File: src/rtl/alu_seq.sv
// Handshaked execute-stage ALU with a registered result. The iterative unsigned
// mul/div unit (ops 10-13) is built only when ALU_MULDIV_EN is defined.
module alu_seq #(
    parameter int WIDTH = 32,
    parameter int SHW   = $clog2(WIDTH)
) (
    input  logic             clk,
    input  logic             rst,
    input  logic             in_valid,
    output logic             in_ready,
    input  logic [3:0]       op,
    input  logic [WIDTH-1:0] a,
    input  logic [WIDTH-1:0] b,
    output logic             out_valid,
    input  logic             out_ready,
    output logic [WIDTH-1:0] result,
    output logic             zero
);
    typedef enum logic [1:0] {S_IDLE, S_BUSY, S_DONE} state_t;

    state_t           r_state;
    logic             r_in_ready;
    logic             r_out_valid;
    logic [WIDTH-1:0] r_result;
    logic             r_zero;
    logic             w_accept;
    logic [WIDTH-1:0] w_alu;

    function automatic logic [WIDTH-1:0] f_alu(input logic [3:0] op_i,
                                               input logic [WIDTH-1:0] a_i,
                                               input logic [WIDTH-1:0] b_i);
        logic signed [WIDTH-1:0] sa;
        logic signed [WIDTH-1:0] sb;
        logic [SHW-1:0]          sh;
        sa    = a_i;
        sb    = b_i;
        sh    = b_i[SHW-1:0];
        f_alu = '0;
        case (op_i)
            4'd0: f_alu = a_i + b_i;
            4'd1: f_alu = a_i - b_i;
            4'd2: f_alu = a_i & b_i;
            4'd3: f_alu = a_i | b_i;
            4'd4: f_alu = a_i ^ b_i;
            4'd5: f_alu = a_i << sh;
            4'd6: f_alu = a_i >> sh;
            4'd7: f_alu = sa >>> sh;
            4'd8: f_alu = {{(WIDTH-1){1'b0}}, (sa < sb)};
            4'd9: f_alu = {{(WIDTH-1){1'b0}}, (a_i < b_i)};
            default: f_alu = '0;
        endcase
    endfunction

    assign w_accept  = in_valid && r_in_ready;
    assign w_alu     = f_alu(op, a, b);
    assign in_ready  = r_in_ready;
    assign out_valid = r_out_valid;
    assign result    = r_result;
    assign zero      = r_zero;

`ifdef ALU_MULDIV_EN
    localparam int CNTW = $clog2(WIDTH + 1);

    logic [CNTW-1:0]    r_cnt;
    logic [3:0]         r_op;
    logic [WIDTH-1:0]   r_opb;
    logic [WIDTH-1:0]   r_quo;
    logic [WIDTH-1:0]   r_rem;
    logic [2*WIDTH-1:0] r_prod;
    logic [WIDTH:0]     w_psum;
    logic [2*WIDTH-1:0] w_prod_nxt;
    logic [WIDTH:0]     w_rem_sh;
    logic [WIDTH-1:0]   w_rem_sub;
    logic [WIDTH-1:0]   w_rem_nxt;
    logic [WIDTH-1:0]   w_quo_nxt;
    logic [WIDTH-1:0]   w_md_res;
    logic               w_ge;
    logic               w_is_md;

    // Both radix-2 engines step every BUSY cycle; r_op picks which one is reported.
    assign w_psum     = {1'b0, r_prod[2*WIDTH-1:WIDTH]} + (r_prod[0] ? {1'b0, r_opb} : '0);
    assign w_prod_nxt = {w_psum, r_prod[WIDTH-1:1]};
    assign w_rem_sh   = {r_rem, r_quo[WIDTH-1]};
    assign w_ge       = (w_rem_sh >= {1'b0, r_opb});
    assign w_rem_sub  = w_rem_sh[WIDTH-1:0] - r_opb;
    assign w_rem_nxt  = w_ge ? w_rem_sub : w_rem_sh[WIDTH-1:0];
    assign w_quo_nxt  = {r_quo[WIDTH-2:0], w_ge};
    assign w_is_md    = (op >= 4'd10) && (op <= 4'd13);

    always_comb begin
        w_md_res = '0;
        case (r_op)
            4'd10:   w_md_res = w_prod_nxt[WIDTH-1:0];
            4'd11:   w_md_res = w_prod_nxt[2*WIDTH-1:WIDTH];
            4'd12:   w_md_res = w_quo_nxt;
            4'd13:   w_md_res = w_rem_nxt;
            default: w_md_res = '0;
        endcase
    end
`endif

    always_ff @(posedge clk) begin
        if (rst) begin
            r_state     <= S_IDLE;
            r_in_ready  <= 1'b1;
            r_out_valid <= 1'b0;
            r_result    <= '0;
            r_zero      <= 1'b1;
`ifdef ALU_MULDIV_EN
            r_cnt       <= '0;
            r_op        <= '0;
            r_opb       <= '0;
            r_quo       <= '0;
            r_rem       <= '0;
            r_prod      <= '0;
`endif
        end else begin
            case (r_state)
                S_IDLE: begin
                    if (w_accept) begin
`ifdef ALU_MULDIV_EN
                        if (w_is_md) begin
                            r_state    <= S_BUSY;
                            r_in_ready <= 1'b0;
                            r_cnt      <= CNTW'(WIDTH);
                            r_op       <= op;
                            r_opb      <= b;
                            r_prod     <= {{WIDTH{1'b0}}, a};
                            r_quo      <= a;
                            r_rem      <= '0;
                        end else
`endif
                        begin
                            r_state     <= S_DONE;
                            r_in_ready  <= 1'b0;
                            r_out_valid <= 1'b1;
                            r_result    <= w_alu;
                            r_zero      <= (w_alu == '0);
                        end
                    end
                end
                S_BUSY: begin
`ifdef ALU_MULDIV_EN
                    r_prod <= w_prod_nxt;
                    r_quo  <= w_quo_nxt;
                    r_rem  <= w_rem_nxt;
                    r_cnt  <= r_cnt - CNTW'(1);
                    // The last step's next-state values are registered directly as the result.
                    if (r_cnt == CNTW'(1)) begin
                        r_state     <= S_DONE;
                        r_out_valid <= 1'b1;
                        r_result    <= w_md_res;
                        r_zero      <= (w_md_res == '0);
                    end
`else
                    r_state    <= S_IDLE;
                    r_in_ready <= 1'b1;
`endif
                end
                S_DONE: begin
                    if (out_ready) begin
                        r_state     <= S_IDLE;
                        r_in_ready  <= 1'b1;
                        r_out_valid <= 1'b0;
                    end
                end
                default: begin
                    r_state     <= S_IDLE;
                    r_in_ready  <= 1'b1;
                    r_out_valid <= 1'b0;
                end
            endcase
        end
    end
endmodule

File: config.mk
export PLATFORM = sky130hd
export DESIGN_NAME = alu_seq
export DESIGN_NICKNAME = d
export VERILOG_FILES = /design/src/rtl/alu_seq.sv
export SDC_FILE = /design/constraint.sdc
export NUM_CORES = 1
export LEC_CHECK = 0
export CAP_MARGIN = 10
export CORE_ASPECT_RATIO = 1.75
export CORE_MARGIN = 1
export CORE_UTILIZATION = 45
export DETAILED_ROUTE_END_ITERATION = 7
export GPL_TIMING_DRIVEN = 0
export PLACE_DENSITY = 0.65
export SLEW_MARGIN = 10
export SYNTH_ARGS = -nofsm -noshare
export SYNTH_HDL_FRONTEND = slang
export SYNTH_SLANG_ARGS = --single-unit
export TNS_END_PERCENT = 5
File: constraint.sdc
create_clock -name clk -period 6 [get_ports clk]
set_input_delay 0.9 -clock clk [delete_from_list [all_inputs] [get_ports clk]]
set_output_delay 0.9 -clock clk [all_outputs]
set_load 0.02 [all_outputs]
==> flow_summary.json, run 1 <==
{
  "initial_core_util_pct": 45.8,
  "die_width_um": 122,
  "synth.ff_latch_count": 35,
  "first-error": "[ERROR GRT-0116] Global routing finished with congestion. Check the congestion regions in the DRC Viewer.",
  "run_status": "stopped before the end",
  "cts_hold_buf": 0,
  "synthDistinctLibCells": 92,
  "postCtsSetupRepairBufs": 0,
  "ys.flop_type": "sky130_fd_sc_hd__dfxtp_1",
  "ctsRootBufferMaster": "sky130_fd_sc_hd__clkbuf_16",
  "globalRouteTotalUtil_pct": 56.8,
  "htreeDepth": 2,
  "grt_max_degree": 20,
  "clock_sink_count": 35,
  "die_h_um": 211,
  "post_synth_main_area_contributors": "sky130_fd_sc_hd__ha_1, sky130_fd_sc_hd__mux4_2, sky130_fd_sc_hd__dfxtp_1",
  "grt_pass1_vias": 15556,
  "synth.top_cell.area_share_pct": 11.0,
  "grt_overflow": 3,
  "post_synth.cell_area_avg_um2": 7.17,
  "yosysTopAreaCell": "sky130_fd_sc_hd__ha_1",
  "gp_congestion": 1.17,
  "synthMostInstantiatedCell": "sky130_fd_sc_hd__nand2_1",
  "synth-warning-count": 0,
  "port-buffer-count": 104,
  "total_clock_buffers_created_by_cts": 5,
  "synthesis.instances": 1573,
  "synth-async-reset-ratio_pct": 0,
  "synth_edf_count": 0,
  "grt_pass1_wl_um": 105000,
  "number_of_top_level_design_ports": 107,
  "outcome.stop_stage": "global routing (5_1_grt)",
  "cts_max_path_buffers": 2,
  "post-dp-hpwl_um": 55800,
  "std_cell_rows": 76,
  "mappedNetlistArea_um2": 11300,
  "synth.yosys.seq_area_share_pct": 6.21,
  "syn_nets": 1746,
  "synth_common_cells": "sky130_fd_sc_hd__nand2_1, sky130_fd_sc_hd__nor2_1, sky130_fd_sc_hd__a21oi_1"
}
==> repair_timing <==
action                                  CTS
endpoints found under the setup margin   13
pin swaps                                 1
gates resized for setup                  21
==> cell families after synthesis <==
group	count (synthesis)	synth area share (%)
compound gates	542	33.1
xor+xnor	15	1.16
fa+ha+maj	101	11.3
buf+inv	232	8.82
flops	35	6.21
mux	132	17.8
simple gates	516	21.5
==> metrics by stage <==
stage	cells	TNS, ns	area (um2)	util (%)	worst slack (ns)
detailed placement	1989	-9.79	12700	51.6	-1.16
CTS	1994	0	13000	52.6	0.000465
global placement	1989	-10.54	12700	51.6	-1.21
floorplan	1573	0	11300	-	1.19
==> layer usage <==
layer	GRT overflow	global-route usage, %
met5	0	0.403
met4	1	63.4
met3	0	21.5
met2	2	85.4
met1	0	56.5
==> run 2: changes to the inputs <==
--- a/config.mk
+++ b/config.mk
@@ -6,12 +6,11 @@
 export NUM_CORES = 1
 export LEC_CHECK = 0
 export CAP_MARGIN = 10
-export CORE_ASPECT_RATIO = 1.75
 export CORE_MARGIN = 1
-export CORE_UTILIZATION = 45
+export CORE_UTILIZATION = 30
 export DETAILED_ROUTE_END_ITERATION = 7
 export GPL_TIMING_DRIVEN = 0
-export PLACE_DENSITY = 0.65
+export PLACE_DENSITY_LB_ADDON = 0.15
 export SLEW_MARGIN = 10
 export SYNTH_ARGS = -nofsm -noshare
 export SYNTH_HDL_FRONTEND = slang
==> run 2 against run 1 <==
Compared with the run above: area after synthesis did not move; the flow now finishes, with violations (max-capacitance violations); synthesized cell count is the same.
==> flow_summary.json, run 2 <==
{
  "critPathRequiredTime_ns": 6.20,
  "largest_register_ff_count": 32,
  "slew_headroom_pct": 0.854,
  "globalRouteTotalUtil_pct": 36.6,
  "worstReg2RegStart": "in_ready$_SDFFE_PP1P_",
  "final_common_cell": "sky130_fd_sc_hd__nand2_1",
  "final_cell_mix": "sky130_fd_sc_hd__nand2_1, sky130_fd_sc_hd__nor2_1, sky130_fd_sc_hd__a21oi_1",
  "finalHoldViolCount": 0,
  "worstReg2RegEnd": "zero$_SDFFE_PP1P_",
  "worstHoldStart": "result[20]$_SDFFE_PP0P_",
  "clock_power_share_pct": 13.4,
  "intPower_uw": 861,
  "holdPathStages": 2,
  "port-buffer-count": 104,
  "finish.instance_area_um2": 13300,
  "final-max-slew-violation-count": 0,
  "critical_path_maximum_fanout": 11,
  "synthMostInstantiatedCell": "sky130_fd_sc_hd__nand2_1",
  "synthDistinctLibCells": 92,
  "vias_per_cell": 6.76,
  "synth.top_cell.area_share_pct": 11.0,
  "synthesis.instances": 1573,
  "grt_max_degree": 20,
  "r2r_depth": 11,
  "timing.hold.worst_endpoint": "result[20]$_SDFFE_PP0P_",
  "clk_transition_reported_paths_ns": 0.05,
  "antenna_cells": 0,
  "path_class": "in2reg",
  "finalWorstSetupSlack_ns": 0.140,
  "total_power_per_unit_cell_area_nw_per_um2": 138,
  "synth-async-reset-ratio_pct": 0,
  "placement.cell_area_um2": 12900,
  "clock_sink_count": 35,
  "synth.ff_latch_count": 35,
  "maxCapViolCount": 1,
  "wl_per_cell_um": 33.4,
  "power.net_switching_uw": 976,
  "worst_setup_path_end_kind": "register",
  "yosysTopAreaCell": "sky130_fd_sc_hd__ha_1",
  "critical_path_arrival_ns": 6.06,
  "ctsRootBufferMaster": "sky130_fd_sc_hd__clkbuf_16",
  "mappedNetlistArea_um2": 11300,
  "failed_checks": "max-capacitance violations",
  "synth.yosys.seq_area_share_pct": 6.21,
  "post_synth.cell_area_avg_um2": 7.17,
  "run_status": "complete, but fails checks",
  "synth_edf_count": 0,
  "cts_hold_buf": 0,
  "final_layout_size_suffix_gt1_share_pct": 11.4,
  "post-dp-hpwl_um": 58700,
  "dr.first_iter.drc_count": 2069,
  "die_width_um": 196,
  "postRouteAntennaNets": 0,
  "initial_core_util_pct": 30.7,
  "static-leakage-power_nw": 5.06,
  "layout_worst_path_cycle_share_pct": 97.7,
  "power.share.switching_pct": 53.1,
  "synth-warning-count": 0,
  "gp_congestion": 1.04,
  "grt_pass1_wl_um": 102000,
  "n_fill_cell": 4043,
  "totalWireLength_um": 72100,
  "max_freq_ghz": 0.171,
  "post_synth_main_area_contributors": "sky130_fd_sc_hd__ha_1, sky130_fd_sc_hd__mux4_2, sky130_fd_sc_hd__dfxtp_1",
  "place_worst_setup_slack_ns": -1.74,
  "nets": 1859,
  "power.share.sequential_pct": 14.5,
  "die_h_um": 196,
  "min-delay-path-class": "reg2reg",
  "setup.worst_path.start_class": "primary input",
  "finalClockSkew_ns": 0.00193,
  "total_clock_buffers_created_by_cts": 5,
  "syn_to_final_growth_pct": 17.8,
  "std_cell_rows": 70,
  "grt_setup_unrepaired": "false",
  "final.min_clock_period_ns": 5.86,
  "setup.reg_to_reg.worst_slack_ns": 2.80,
  "syn_nets": 1746,
  "synth_common_cells": "sky130_fd_sc_hd__nand2_1, sky130_fd_sc_hd__nor2_1, sky130_fd_sc_hd__a21oi_1",
  "report.final.setup_viol": 0,
  "comb_power_share_pct": 72.1,
  "number_of_top_level_design_ports": 107,
  "worst_pin_slew_ns": 1.48,
  "via_count": 14573,
  "cts_max_path_buffers": 2,
  "drc_errors": 0,
  "grt_overflow": 0,
  "clkLatencyLatePin_ns": 0.28,
  "antenna_found_initial": 0,
  "ys.flop_type": "sky130_fd_sc_hd__dfxtp_1",
  "dieArea_um2": 38400,
  "ir_drop_v": 0.0000876,
  "firstDrtPassIters": 6,
  "htreeDepth": 2,
  "grt_pass1_vias": 13720,
  "tritoncts": "done",
  "core_area_um2": 36800
}
run 2: cell counts after synthesis:
Identical to the previous run, type by type.
run 2: routing by layer:
metal  GRT usage (%)  part of all wire (%)  up-vias
met2            60.3                    45     1038
met4            17.7                   5.9        0
met1            47.1                    40     7114
met3            4.80                   8.8      235
li1                -                     -     6186
met5               0                     0        -
run 2: area by class of cell:
class	instances	area (um2)	share of cell area (%)
buffer	130	633	4.77
clock buffer	7	133	0.998
sequential	35	701	5.27
inverter	100	375	2.83
timing repair buffer	108	1070	8.06
multi-input combinational	1306	9780	73.6
tap	468	586	4.41
clock inverter	1	5.00	0.0377
run 2: worst max-delay path, stage by stage:
cell                              delay (ns)
sky130_fd_sc_hd__clkdlybuf4s50_1        0.43
sky130_fd_sc_hd__buf_4                  0.20
sky130_fd_sc_hd__buf_6                  0.17
sky130_fd_sc_hd__buf_4                  0.20
sky130_fd_sc_hd__inv_2                  0.24
sky130_fd_sc_hd__buf_4                  0.27
sky130_fd_sc_hd__clkbuf_4               0.32
sky130_fd_sc_hd__ha_1                   0.28
sky130_fd_sc_hd__buf_4                  0.18
sky130_fd_sc_hd__nor2b_1                0.16
sky130_fd_sc_hd__o2111ai_2              0.37
sky130_fd_sc_hd__a21oi_1                0.19
sky130_fd_sc_hd__a211oi_1               0.55
sky130_fd_sc_hd__o21ai_0                0.14
sky130_fd_sc_hd__a21oi_1                0.14
sky130_fd_sc_hd__o21ai_1                0.09
sky130_fd_sc_hd__or4_1                  0.58
sky130_fd_sc_hd__nor4_4                 0.25
sky130_fd_sc_hd__nand4_1                0.13
sky130_fd_sc_hd__o31ai_1                0.23
run 2: how the worst max path moves through the flow:
stage          startpoint  slack (ns)           endpoint
3_3_place_gp         b[3]       -1.79  zero$_SDFFE_PP1P_
4_1_cts              b[2]        0.01  zero$_SDFFE_PP1P_
5_1_grt              b[2]       0.003  zero$_SDFFE_PP1P_
2_1_floorplan        b[3]        1.19  zero$_SDFFE_PP1P_
6_report             b[2]        0.14  zero$_SDFFE_PP1P_
3_5_place_dp         b[3]       -1.74  zero$_SDFFE_PP1P_
run 2: power by group through the flow:
stage	Combinational [mW]	Sequential, mW	Clock (mW)
6_report	1.32	0.267	0.247
5_1_grt	1.38	0.270	0.257
4_1_cts	1.27	0.267	0.253
3_5_place_dp	1.25	0.272	0
3_3_place_gp	1.26	0.272	0
2_1_floorplan	0.714	0.299	0
run 2: metrics by stage:
step / total power [mW] / instances / utilization [%] / hold WS [ns] / TNS, ns
global placement: 1.53 / 2145 / 35.1 / 0.443 / -23.04
CTS: 1.79 / 2156 / 35.9 / 0.455 / 0
global route: 1.91 / 2155 / 36.1 / 0.467 / 0
finish: 1.84 / 2155 / 36.1 / 0.455 / 0
floorplan: 1.01 / 1573 / - / 0.530 / 0
detailed placement: 1.52 / 2148 / 35.2 / 0.448 / -21.76
run 2: what timing repair did:
item / in CTS / in global routing
gates resized for setup: 27 / 24
pin swaps: 1 / 3
setup endpoints to repair: 23 / 4
setup buffers: 1 / 0
run 2: cells by family after synthesis:
group | Yosys count | synth area share (%)
AO/OA/AOI/OAI | 542 | 33.1
XOR/XNOR | 15 | 1.16
adder cells (fa/ha/maj) | 101 | 11.3
buffers and inverters | 232 | 8.82
flip-flops | 35 | 6.21
multiplexers | 132 | 17.8
AND/OR/NAND/NOR | 516 | 21.5
Power figures use the tool's default switching activity.
==> run 3: changes to the inputs <==
--- a/config.mk
+++ b/config.mk
@@ -5,12 +5,10 @@
 export SDC_FILE = /design/constraint.sdc
 export NUM_CORES = 1
 export LEC_CHECK = 0
-export CAP_MARGIN = 10
 export CORE_MARGIN = 1
 export CORE_UTILIZATION = 30
 export DETAILED_ROUTE_END_ITERATION = 7
 export GPL_TIMING_DRIVEN = 0
-export PLACE_DENSITY_LB_ADDON = 0.15
 export SLEW_MARGIN = 10
 export SYNTH_ARGS = -nofsm -noshare
 export SYNTH_HDL_FRONTEND = slang
==> run 3 against run 2 <==
Compared with the run above: clock power shrank 4%; global-route usage shrank 0.32 points; sequential cell count is the same; non-clock buffer count shrank 1; first-iteration DRC count grew 6.6%; critical path depth shrank 6; die area is the same; sequential share of layout area is essentially flat; the flow now finishes without violations.
==> flow_summary.json, run 3 (synthesis results as in run 2) <==
{
  "run_status": "finished clean",
  "layout_worst_path_cycle_share_pct": 98.5,
  "number_of_top_level_design_ports": 107,
  "power.share.switching_pct": 53.2,
  "grt_pass1_wl_um": 101000,
  "place.detailed.instances": 2147,
  "maxCapViolCount": 0,
  "tritoncts": "done",
  "vias_per_cell": 6.81,
  "htreeDepth": 2,
  "total_clock_buffers_created_by_cts": 5,
  "finalWorstSetupSlack_ns": 0.0888,
  "comb_power_share_pct": 72.5,
  "min-delay-path-class": "reg2reg",
  "grt_setup_unrepaired": "false",
  "report.final.setup_viol": 0,
  "dr.first_iter.drc_count": 2206,
  "std_cell_rows": 70,
  "critical_path_arrival_ns": 6.11,
  "power.share.sequential_pct": 14.6,
  "critical_path_maximum_fanout": 10,
  "cts_hold_buf": 0,
  "intPower_uw": 857,
  "via_count": 14661,
  "final_common_cell": "sky130_fd_sc_hd__nand2_1",
  "cts_max_path_buffers": 2,
  "syn_to_final_growth_pct": 17.6,
  "final-max-slew-violation-count": 0,
  "fin_setup_tns_ns": 0,
  "core_area_um2": 36800,
  "final_layout_size_suffix_gt1_share_pct": 11.2,
  "die_h_um": 196,
  "clock_sink_count": 35,
  "die_width_um": 196,
  "critPathRequiredTime_ns": 6.20,
  "postRouteAntennaNets": 0,
  "nets": 1858,
  "final_cell_mix": "sky130_fd_sc_hd__nand2_1, sky130_fd_sc_hd__nor2_1, sky130_fd_sc_hd__a21oi_1",
  "fin_total_pwr_mw": 1.83,
  "slew_headroom_pct": 13.8,
  "initial_core_util_pct": 30.7,
  "dieArea_um2": 38400,
  "path_class": "in2reg",
  "post-dp-hpwl_um": 57400,
  "placement.cell_area_um2": 12900,
  "globalRouteTotalUtil_pct": 36.3,
  "worst_setup_path_end_kind": "register",
  "grt_overflow": 0,
  "layoutNonFillerInstCount": 2153,
  "clkLatencyLatePin_ns": 0.28,
  "setup.worst_path.start_class": "primary input",
  "finish.instance_area_um2": 13300,
  "ctsRootBufferMaster": "sky130_fd_sc_hd__clkbuf_16",
  "static-leakage-power_nw": 5.05,
  "gp_congestion": 1.07,
  "grt_max_degree": 20,
  "drc_errors": 0,
  "final.min_clock_period_ns": 5.91,
  "holdWs_ns": 0.464,
  "finalHoldViolCount": 0,
  "antenna_found_initial": 2,
  "clock_power_share_pct": 12.9,
  "totalWireLength_um": 71300,
  "power.net_switching_uw": 974,
  "firstDrtPassIters": 6,
  "finalClockSkew_ns": 0.00394,
  "wl_per_cell_um": 33.1,
  "total_power_per_unit_cell_area_nw_per_um2": 138,
  "worst_pin_slew_ns": 1.28,
  "largest_register_ff_count": 32,
  "max_freq_ghz": 0.169,
  "finish.utilization_pct": 36.1,
  "port-buffer-count": 104,
  "clk_transition_reported_paths_ns": 0.05,
  "grt_pass1_vias": 13950,
  "place_worst_setup_slack_ns": -1.81,
  "ir_drop_v": 0.0000881
}
## run 3: changes by cell type in the layout (fill, tap and decap cells not counted), moves of 2 or more
| cell | previous run | this run |
|---|---|---|
| sky130_fd_sc_hd__a211oi_2 | 2 | 5 |
| sky130_fd_sc_hd__nor3_1 | 50 | 52 |
| sky130_fd_sc_hd__nor4_2 | 3 | 1 |
| sky130_fd_sc_hd__nor4_1 | 9 | 11 |
| sky130_fd_sc_hd__a211oi_1 | 35 | 33 |
| sky130_fd_sc_hd__nor3_2 | 2 | 0 |
## run 3: layout make-up
| type | instances | area (um2) |
|---|---|---|
| Inverter | 100 | 378 |
| Timing Repair Buffer | 107 | 1060 |
| Antenna cell | 1 | 2.50 |
| Fill cell | 4056 | 23500 |
| Clock buffer | 6 | 129 |
| Multi-Input combinational cell | 1306 | 9770 |
| Sequential cell | 35 | 701 |
| Buffer | 130 | 636 |
| Tap cell | 468 | 586 |
## run 3: per-layer routing
metal  track usage, %  part of all wire, %  vias up
met1             46.2                   39     7100
li1                 -                    -     6177
met2             59.0                   45     1115
met3             6.40                   10      265
met5                0                0.035        -
met4             18.2                  5.9        4
## run 3: worst max-delay path: stages
cell                              delay, ns
sky130_fd_sc_hd__clkdlybuf4s50_1       0.91
sky130_fd_sc_hd__inv_1                 0.26
sky130_fd_sc_hd__ha_1                  0.37
sky130_fd_sc_hd__clkbuf_1              0.25
sky130_fd_sc_hd__nor4_1                0.80
sky130_fd_sc_hd__o311ai_0              0.28
sky130_fd_sc_hd__a21oi_1               0.32
sky130_fd_sc_hd__a211o_1               0.26
sky130_fd_sc_hd__o31ai_1               0.18
sky130_fd_sc_hd__or4b_2                0.64
sky130_fd_sc_hd__a31oi_1               0.33
sky130_fd_sc_hd__and4b_1               0.25
sky130_fd_sc_hd__nand4_1               0.10
sky130_fd_sc_hd__o31ai_1               0.24
## run 3: final timing paths
path | start | to | slack [ns] | depth (start not counted)
max | a[12] | zero$_SDFFE_PP1P_ | 0.09 | 14
min reg2reg | result[17]$_SDFFE_PP0P_ | result[17]$_SDFFE_PP0P_ | 0.46 | 2
max reg2reg | in_ready$_SDFFE_PP1P_ | zero$_SDFFE_PP1P_ | 2.78 | 11
min | result[17]$_SDFFE_PP0P_ | result[17]$_SDFFE_PP0P_ | 0.46 | 2
## run 3: repair_timing
| action | CTS | global route |
|---|---|---|
| setup endpoints to repair | 24 | 4 |
| pin swaps | 0 | 2 |
| resized for setup | 25 | 24 |
| buffers inserted | 0 | 1 |
## run 3: power groups by stage
stage / sequential, mW / clock, mW / combinational (mW)
after global placement: 0.272 / 0 / 1.25
after global routing: 0.271 / 0.251 / 1.38
after CTS: 0.267 / 0.240 / 1.26
after detailed placement: 0.272 / 0 / 1.24
final: 0.267 / 0.236 / 1.33
after floorplan: 0.299 / 0 / 0.714
